## config.mk

```make
export PLATFORM = sky130hd
export DESIGN_NAME = goldschmidt_divider
export DESIGN_NICKNAME = d
export VERILOG_FILES = /design/src/rtl/goldschmidt_pkg.sv /design/src/rtl/goldschmidt_divider_fx_mul_q15.sv /design/src/rtl/goldschmidt_divider.sv
export SDC_FILE = /design/constraint.sdc
export NUM_CORES = 1
export LEC_CHECK = 0
export ABC_AREA = 1
export BUFFER_PORTS_ARGS = -buffer_cell sky130_fd_sc_hd__buf_2
export CORE_MARGIN = 3
export CORE_UTILIZATION = 40
export DETAILED_ROUTE_END_ITERATION = 7
export PLACE_DENSITY = 0.63
export SKIP_LAST_GASP = 1
export SYNTH_ARGS = -nofsm -noshare
export SYNTH_HDL_FRONTEND = slang
export SYNTH_SLANG_ARGS = --single-unit
```

## constraint.sdc

```tcl
create_clock -name clk -period 21.6 [get_ports clk]
set_clock_uncertainty 0.2 [all_clocks]
set_input_delay 0 -clock clk [delete_from_list [all_inputs] [get_ports clk]]
set_output_delay 0 -clock clk [all_outputs]
set_load 0.01 [all_outputs]
```

## src/rtl/goldschmidt_pkg.sv

```systemverilog
// Shared constants and encodings for the Goldschmidt divider datapath.
//   ONE_Q15 : 1.0 in Q1.15
//   FRAC    : number of fraction bits in Q1.15
//   right_mux_e : encodings of the multiplier right-operand select
package goldschmidt_pkg;

    localparam logic [15:0] ONE_Q15 = 16'h8000;
    localparam int          FRAC    = 15;

    typedef enum logic [1:0] {
        RM_K    = 2'b00,
        RM_IA   = 2'b01,
        RM_ONE  = 2'b10,
        RM_ZERO = 2'b11
    } right_mux_e;

endpackage

```

## src/rtl/goldschmidt_divider_fx_mul_q15.sv

```systemverilog
// Combinational Q1.15 x Q1.15 multiplier with truncation and saturation.
//   a_i, b_i : Q1.15 unsigned operands
//   p_o      : Q1.15 product, truncated; 0xFFFF when the product is >= 2.0
module fx_mul_q15
    import goldschmidt_pkg::*;
(
    input  logic [15:0] a_i,
    input  logic [15:0] b_i,
    output logic [15:0] p_o
);

    logic [31:0] prod_s;

    // Full-width product, then drop the extra fraction bits or saturate.
    always_comb begin
        prod_s = 32'(a_i) * 32'(b_i);
        if (prod_s[31]) begin
            // Bit 31 set means the Q2.30 value is >= 2.0, beyond Q1.15 range.
            p_o = 16'hFFFF;
        end else begin
            p_o = prod_s[FRAC +: 16];
        end
    end

endmodule

```

## src/rtl/goldschmidt_divider.sv

```systemverilog
// Goldschmidt iterative divider datapath, Q ~= A / B, sequenced externally.
//   clk, reset           : clock, asynchronous active-high clear
//   A, B                 : numerator / normalized divisor, Q1.15
//   IA0..IA3             : reciprocal seeds (Q0.16), indexed by B[14:13]
//   kSave, dSave, nSave  : register load strobes (dSave wins over nSave)
//   kNextSel             : 1 = initial pass (seed, A/B), 0 = refinement pass
//   rightMux             : multiplier right operand select
//   Q, R                 : N register (quotient) and D register (residual)
module goldschmidt_divider
    import goldschmidt_pkg::*;
#(
    parameter int WIDTH = 16
) (
    input  logic             clk,
    input  logic             reset,
    input  logic [WIDTH-1:0] A,
    input  logic [WIDTH-1:0] B,
    input  logic [WIDTH-1:0] IA0,
    input  logic [WIDTH-1:0] IA1,
    input  logic [WIDTH-1:0] IA2,
    input  logic [WIDTH-1:0] IA3,
    input  logic             kSave,
    input  logic             dSave,
    input  logic             nSave,
    input  logic             kNextSel,
    input  logic [1:0]       rightMux,
    output logic [WIDTH-1:0] Q,
    output logic [WIDTH-1:0] R
);

    logic [15:0] k_q, k_d;
    logic [15:0] d_q, d_d;
    logic [15:0] n_q, n_d;
    logic [15:0] ia_raw_s;
    logic [15:0] ia_sel_s;
    logic [15:0] k_next_s;
    logic [15:0] left_s;
    logic [15:0] right_s;
    logic [15:0] mul_s;
    right_mux_e  rm_s;

    assign rm_s = right_mux_e'(rightMux);

    // Seed lookup on the two bits below the leading one of B.
    always_comb begin
        case (B[14:13])
            2'b00:   ia_raw_s = IA0;
            2'b01:   ia_raw_s = IA1;
            2'b10:   ia_raw_s = IA2;
            2'b11:   ia_raw_s = IA3;
            default: ia_raw_s = 16'h0000;
        endcase
        // Q0.16 -> Q1.15 is a plain right shift by one.
        ia_sel_s = ia_raw_s >> 1;
    end

    // Next scale factor: seed, or 2 - D (wraps to 0 when D is 0).
    always_comb begin
        if (kNextSel) begin
            k_next_s = ia_sel_s;
        end else begin
            k_next_s = 16'h0000 - d_q;
        end
    end

    // Left operand: divisor path when D is being written, numerator path otherwise.
    always_comb begin
        if (dSave) begin
            left_s = kNextSel ? B : d_q;
        end else begin
            left_s = kNextSel ? A : n_q;
        end
    end

    // Right operand; K bypasses the register when it is written this cycle.
    always_comb begin
        case (rm_s)
            RM_K:    right_s = kSave ? k_next_s : k_q;
            RM_IA:   right_s = ia_sel_s;
            RM_ONE:  right_s = ONE_Q15;
            RM_ZERO: right_s = 16'h0000;
            default: right_s = 16'h0000;
        endcase
    end

    fx_mul_q15 u_mul (
        .a_i (left_s),
        .b_i (right_s),
        .p_o (mul_s)
    );

    // Next-state for the working registers; D takes priority over N.
    always_comb begin
        k_d = k_q;
        d_d = d_q;
        n_d = n_q;
        if (kSave) begin
            k_d = k_next_s;
        end else begin
            k_d = k_q;
        end
        if (dSave) begin
            d_d = mul_s;
        end else if (nSave) begin
            n_d = mul_s;
        end else begin
            d_d = d_q;
            n_d = n_q;
        end
    end

    // Working register state.
    always_ff @(posedge clk or posedge reset) begin
        if (reset) begin
            k_q <= 16'h0000;
            d_q <= 16'h0000;
            n_q <= 16'h0000;
        end else begin
            k_q <= k_d;
            d_q <= d_d;
            n_q <= n_d;
        end
    end

    assign Q = n_q;
    assign R = d_q;

endmodule

```

* Yosys cells after proc, flatten, opt, wreduce, memory -nomap -nowiden
Index checks and enable logic that the tools add are counted.
** Storage, ports and cells
- Register bits :: 48
- Bits of input ports :: 104
- Output and inout port bits :: 32
- Logic and storage cells :: 23
** Operators by class
- Add/sub/neg operators :: 1
- $mul :: 1
- Equal/unequal tests :: 6
- Muxes and demuxes :: 8
- Bitwise logic cells :: 1
- Reduce and logical (&&, ||, !) cells :: 3
** Operators by type and width (count)
- one-hot mux 16 bit (4 select lines) :: 2
- two-way mux 16 bit :: 6
- multiplier 16 x 16 -> 32 bit :: 1
- subtractor 1 x 16 -> 16 bit, first input constant :: 1
- == test 2 bit, second input constant :: 4
- == test 2 x 1 -> 1 bit, second input constant :: 2
- logical NOT 2 bit :: 2
- AND reduction 2 bit :: 1
- inverter 1 bit :: 1

* Depth between registers and ports, before layout
- Depth after elaboration :: 7
- Mapped depth :: 42
- Gate-level depth less buffers :: 40

* Hierarchy
From an unflattened synthesis, not the netlist that was laid out.
** Second synthesis, totals
- Cells, all modules :: 1802
- Area total of the unflattened synthesis :: 12634.6 sq um
** By module, submodules not included
- fx_mul_q15 :: times used 1, cells an instance 1305, area each 9203.8 sq um, seq. area each 0.0 sq um
- goldschmidt_divider :: times used 1, cells an instance 497, area each 3430.8 sq um, seq. area each 1201.2 sq um

* Least setup slack after synthesis
Ideal clock, no wire load.
- Path kind :: register -> register
- Start :: register d_q[1] (netlist: R[1])
- End :: register d_q[7] (netlist: R[7])
- Arrival time :: 6.737 ns
- Required time :: 21.269 ns
- Setup slack :: 14.532 ns
- Cell stages (with the launch flop) :: 38
- Path buffers :: 2
- Clock period less this slack :: 7.068 ns
- Cell sequence :: dfrtp_1 inv_1 ha_1 nand3_1 nor2_1 nand2_1 nor2_1 nand2_1 nand2_1 nand2_1 a221oi_1 o21ai_0 inv_1 buf_2 nand2_1 fa_1 inv_1 fa_1 [... 2 more ...] fa_1 inv_1 fa_1 inv_1 ha_1 a21oi_1 nor2_1 nor2_1 o21ai_0 nand3_1 o311ai_0 a21oi_1 nand3_1 nand2_4 buf_12 nand2_2 nand2_1 o21ai_2
** Between the ends
- Longest elaborated chain between the ends :: 6
- Elaborated cells between the ends (all ways) :: 8
** RTL lines
- start: declaration :: RTL line goldschmidt_divider.sv:32 : logic [15:0] d_q, d_d;
- start signal: assignment :: RTL line goldschmidt_divider.sv:116 : d_q <= 16'h0000;
- start signal: assignment :: RTL line goldschmidt_divider.sv:120 : d_q <= d_d;
- subtractor 1 x 16 -> 16 bit :: RTL line goldschmidt_divider.sv:62 : k_next_s = 16'h0000 - d_q;
- two-way mux 16 bit :: RTL line goldschmidt_divider.sv:59 : if (kNextSel) begin
- two-way mux 16 bit
- one-hot mux 16 bit (4 select lines) :: RTL line goldschmidt_divider.sv:77 : case (rm_s)
- multiplier 16 x 16 -> 32 bit * :: RTL line goldschmidt_divider_fx_mul_q15.sv:16 : prod_s = 32'(a_i) * 32'(b_i);
- two-way mux 16 bit * :: RTL line goldschmidt_divider_fx_mul_q15.sv:17 : if (prod_s[31]) begin
Mark *: on every way between the ends. The rest lies on a longest branch, timed or not.
A chain may end at the register's enable or synchronous reset.

* Worst setup path in the final report
- Start :: register d_q[0] (netlist: R[0])
- End :: register d_q[11] (netlist: R[11])
The elaborated chain is that of the path after synthesis.

==> flow_metrics.tcl <==
set metrics [dict create \
    rows 62 \
    setup_viol 0 \
    clkLatencyLatePin_ps 310 \
    synth.cell_area_sq_mm 0.01201 \
    grt_pass1_vias 11220 \
    drtAntennaViolNets 0 \
    syn_area_per_cell_sq_um 7.381 \
    track_usage_pct 24.95 \
    cts.path.max_buffers 2 \
    rsz0062_at_grt "no" \
    die_h_um 179.3 \
    synth_edf_count 0 \
    fin_crit_sh_pct 39.79 \
    antenna_found_initial 0 \
    status "complete, but fails checks" \
    nNetsFinal 2154 \
    synth_top_area_share_pct 32.17 \
    synth_fp_nets 2026 \
    critPathKind "reg2reg" \
    synth_area_leaders "fa_1 32%, nand2_1 12%, inv_1 11%, ha_1 11%, dfrtp_1 10%" \
    setup_tns_ps 0 \
    synthCells 1627 \
    gr-total-overflow 0 \
    async_flop_share_pct 100.0 \
    drt_iter0_markers 827 \
    io_pins 136 \
    synth_commonest_cells "379 x nand2_1, 350 x inv_1, 193 x fa_1, 192 x nor2_1, 102 x ha_1" \
    drtPass1Iterations 5 \
    viasPerCell 5.128 \
    min_period_ps 8594 \
    yosys.cell_types.count 48 \
    fmax_mhz 116.4 \
    stdcell_count 2139 \
    end_kind "flop" \
    wl_per_cell_um 18.02 \
    ys_seq_elements 48 \
    worst_pin_slew_ps 1097 \
    die_area_sq_mm 0.03214 \
    cp.required_ps 21560 \
    vias 10970 \
    grt_max_degree 54 \
    drv_cap 0 \
    hpwl_um 31730 \
    clkSlewWorstSetupHoldPaths_ps 70 \
    layout-drive-gt1-share_pct 13.28 \
    post_cts_resized 0 \
    fp.coreArea_sq_mm 0.02917 \
    wl_um 38550 \
    start_util_pct 41.17 \
    post-place-cells 2116 \
    max_slew_margin_pct 26.73 \
    worstPathArrival_ps 8550 \
    yosys_most_used_dff "dfrtp_1" \
    die_w_um 179.3 \
    place_congestion 0.9407 \
    hold_violations 2 \
    hold_path_class "in2reg" \
    htreeDepth 2 \
    synth_top_area_cell "fa_1" \
    synth_sequential_area_ratio_pct 10.00 \
    cts_made_buffers 5 \
    area_growth_pct 11.29 \
    crit_fanout 16 \
    cts.sinks 48 \
    cts_tree "built" \
    crit_slowest_cell "fa_1" \
    slew_viol_final 0 \
    violations "hold timing" \
    worstSetupStartpointType "flop" \
    route.detailed.drc 0 \
    diodes 0 \
    grt_pass1_wl_um 61550 \
    ys_warn_count 0 \
    slowest_delay_ps 510 \
    port_buffers 131 \
    cts-root-buf "clkbuf_16" \
    synth.most_common_cell "nand2_1" \
    holdWs_ps -6.168 \
]
==> per-layer routing <==
layer	global-route usage [%]	vias up	wire [um]
met5	0	-	0
met2	40.74	336	17940
met3	4.130	45	2588
met1	35.22	5400	17270
li1	-	5188	-
met4	4.736	0	758
==> cell usage in the layout (no fill, tap or decap), types with 10 or more instances in the layout <==
master         Yosys  routed
o21ai_0           54      54
a221oi_1          16      16
nand3_1           36      36
inv_2              9      10
inv_1            350     349
fa_1             193     193
dfrtp_1           48      48
a21oi_1           56      56
nor2_1           192     192
o21ai_2           13      13
buf_4              3      16
xor2_1            10      10
nand2_2           16      16
or2_2             24      24
a32oi_1           12      12
ha_1             102     102
dlygate4sd3_1      0      16
buf_2             18     131
nand2_1          379     379
==> critical path: cells and delay by family (launching register included) <==
| family | cells | cell delay, ps |
|---|---|---|
| adder cells (fa/ha/maj) | 8 | 3360 |
| AND/OR/NAND/NOR | 15 | 2100 |
| AO/OA/AOI/OAI | 8 | 1710 |
| buffers and inverters | 5 | 630 |
| flip-flops | 1 | 430 |
==> final timing paths <==
check / depth (start not counted) / end / slack, ps / from
min in group asynchronous: 3 / k_q[13] / 360 / reset
max: 36 / R[11] / 13010 / R[0]
max in group asynchronous: 3 / Q[8] / 20180 / reset
min: 5 / k_q[8] / -6 / IA3[9]
min reg2reg: 1 / k_q[15] / 280 / k_q[15]
max reg2reg: 36 / R[11] / 13010 / R[0]
==> logic make-up after synthesis <==
| logic type | synth area share [%] |
|---|---|
| AND/OR/NAND/NOR | 23.40 |
| buffers and inverters | 13.20 |
| AO/OA/AOI/OAI | 9.648 |
| flip-flops | 10.00 |
| XOR/XNOR | 0.9481 |
| adder cells (fa/ha/maj) | 42.80 |
==> state kept, by name (all words and copies together), names as in the netlist <==
| name | cells |
|---|---|
| k_q | 16 |
| R | 16 |
| Q | 16 |
==> metrics by stage <==
step           hold WS (ps)  util (%)  worst slack [ps]  instance area, sq um
2_1_floorplan         60.15         -             14530                 12010
4_1_cts               6.568     45.82             13170                 13370
3_5_place_dp          147.4     44.77             13190                 13060
6_report             -6.168     45.82             13010                 13370
3_3_place_gp          137.5     44.77             13170                 13060
5_1_grt               19.93     45.82             12530                 13370
==> final cells by class <==
type                       instances  area, sq um
clock buffer                       6        138.9
clock inverter                     1        8.758
fill                            3080        15800
inverter                         367         1378
multi-input combinational       1170         9223
sequential                        48         1201
tap                              384        480.5
timing repair buffer             163        935.9
==> repair_timing <==
| item | in CTS | in global routing |
|---|---|---|
| buffers inserted | 0 | 0 |
| endpoints found under the hold margin | 65 | 0 |
| hold buffers | 16 | 0 |
Power is left out: the tool's default activity adds up to more than one toggle a clock period on the data nets, which glitch-free logic cannot reach.
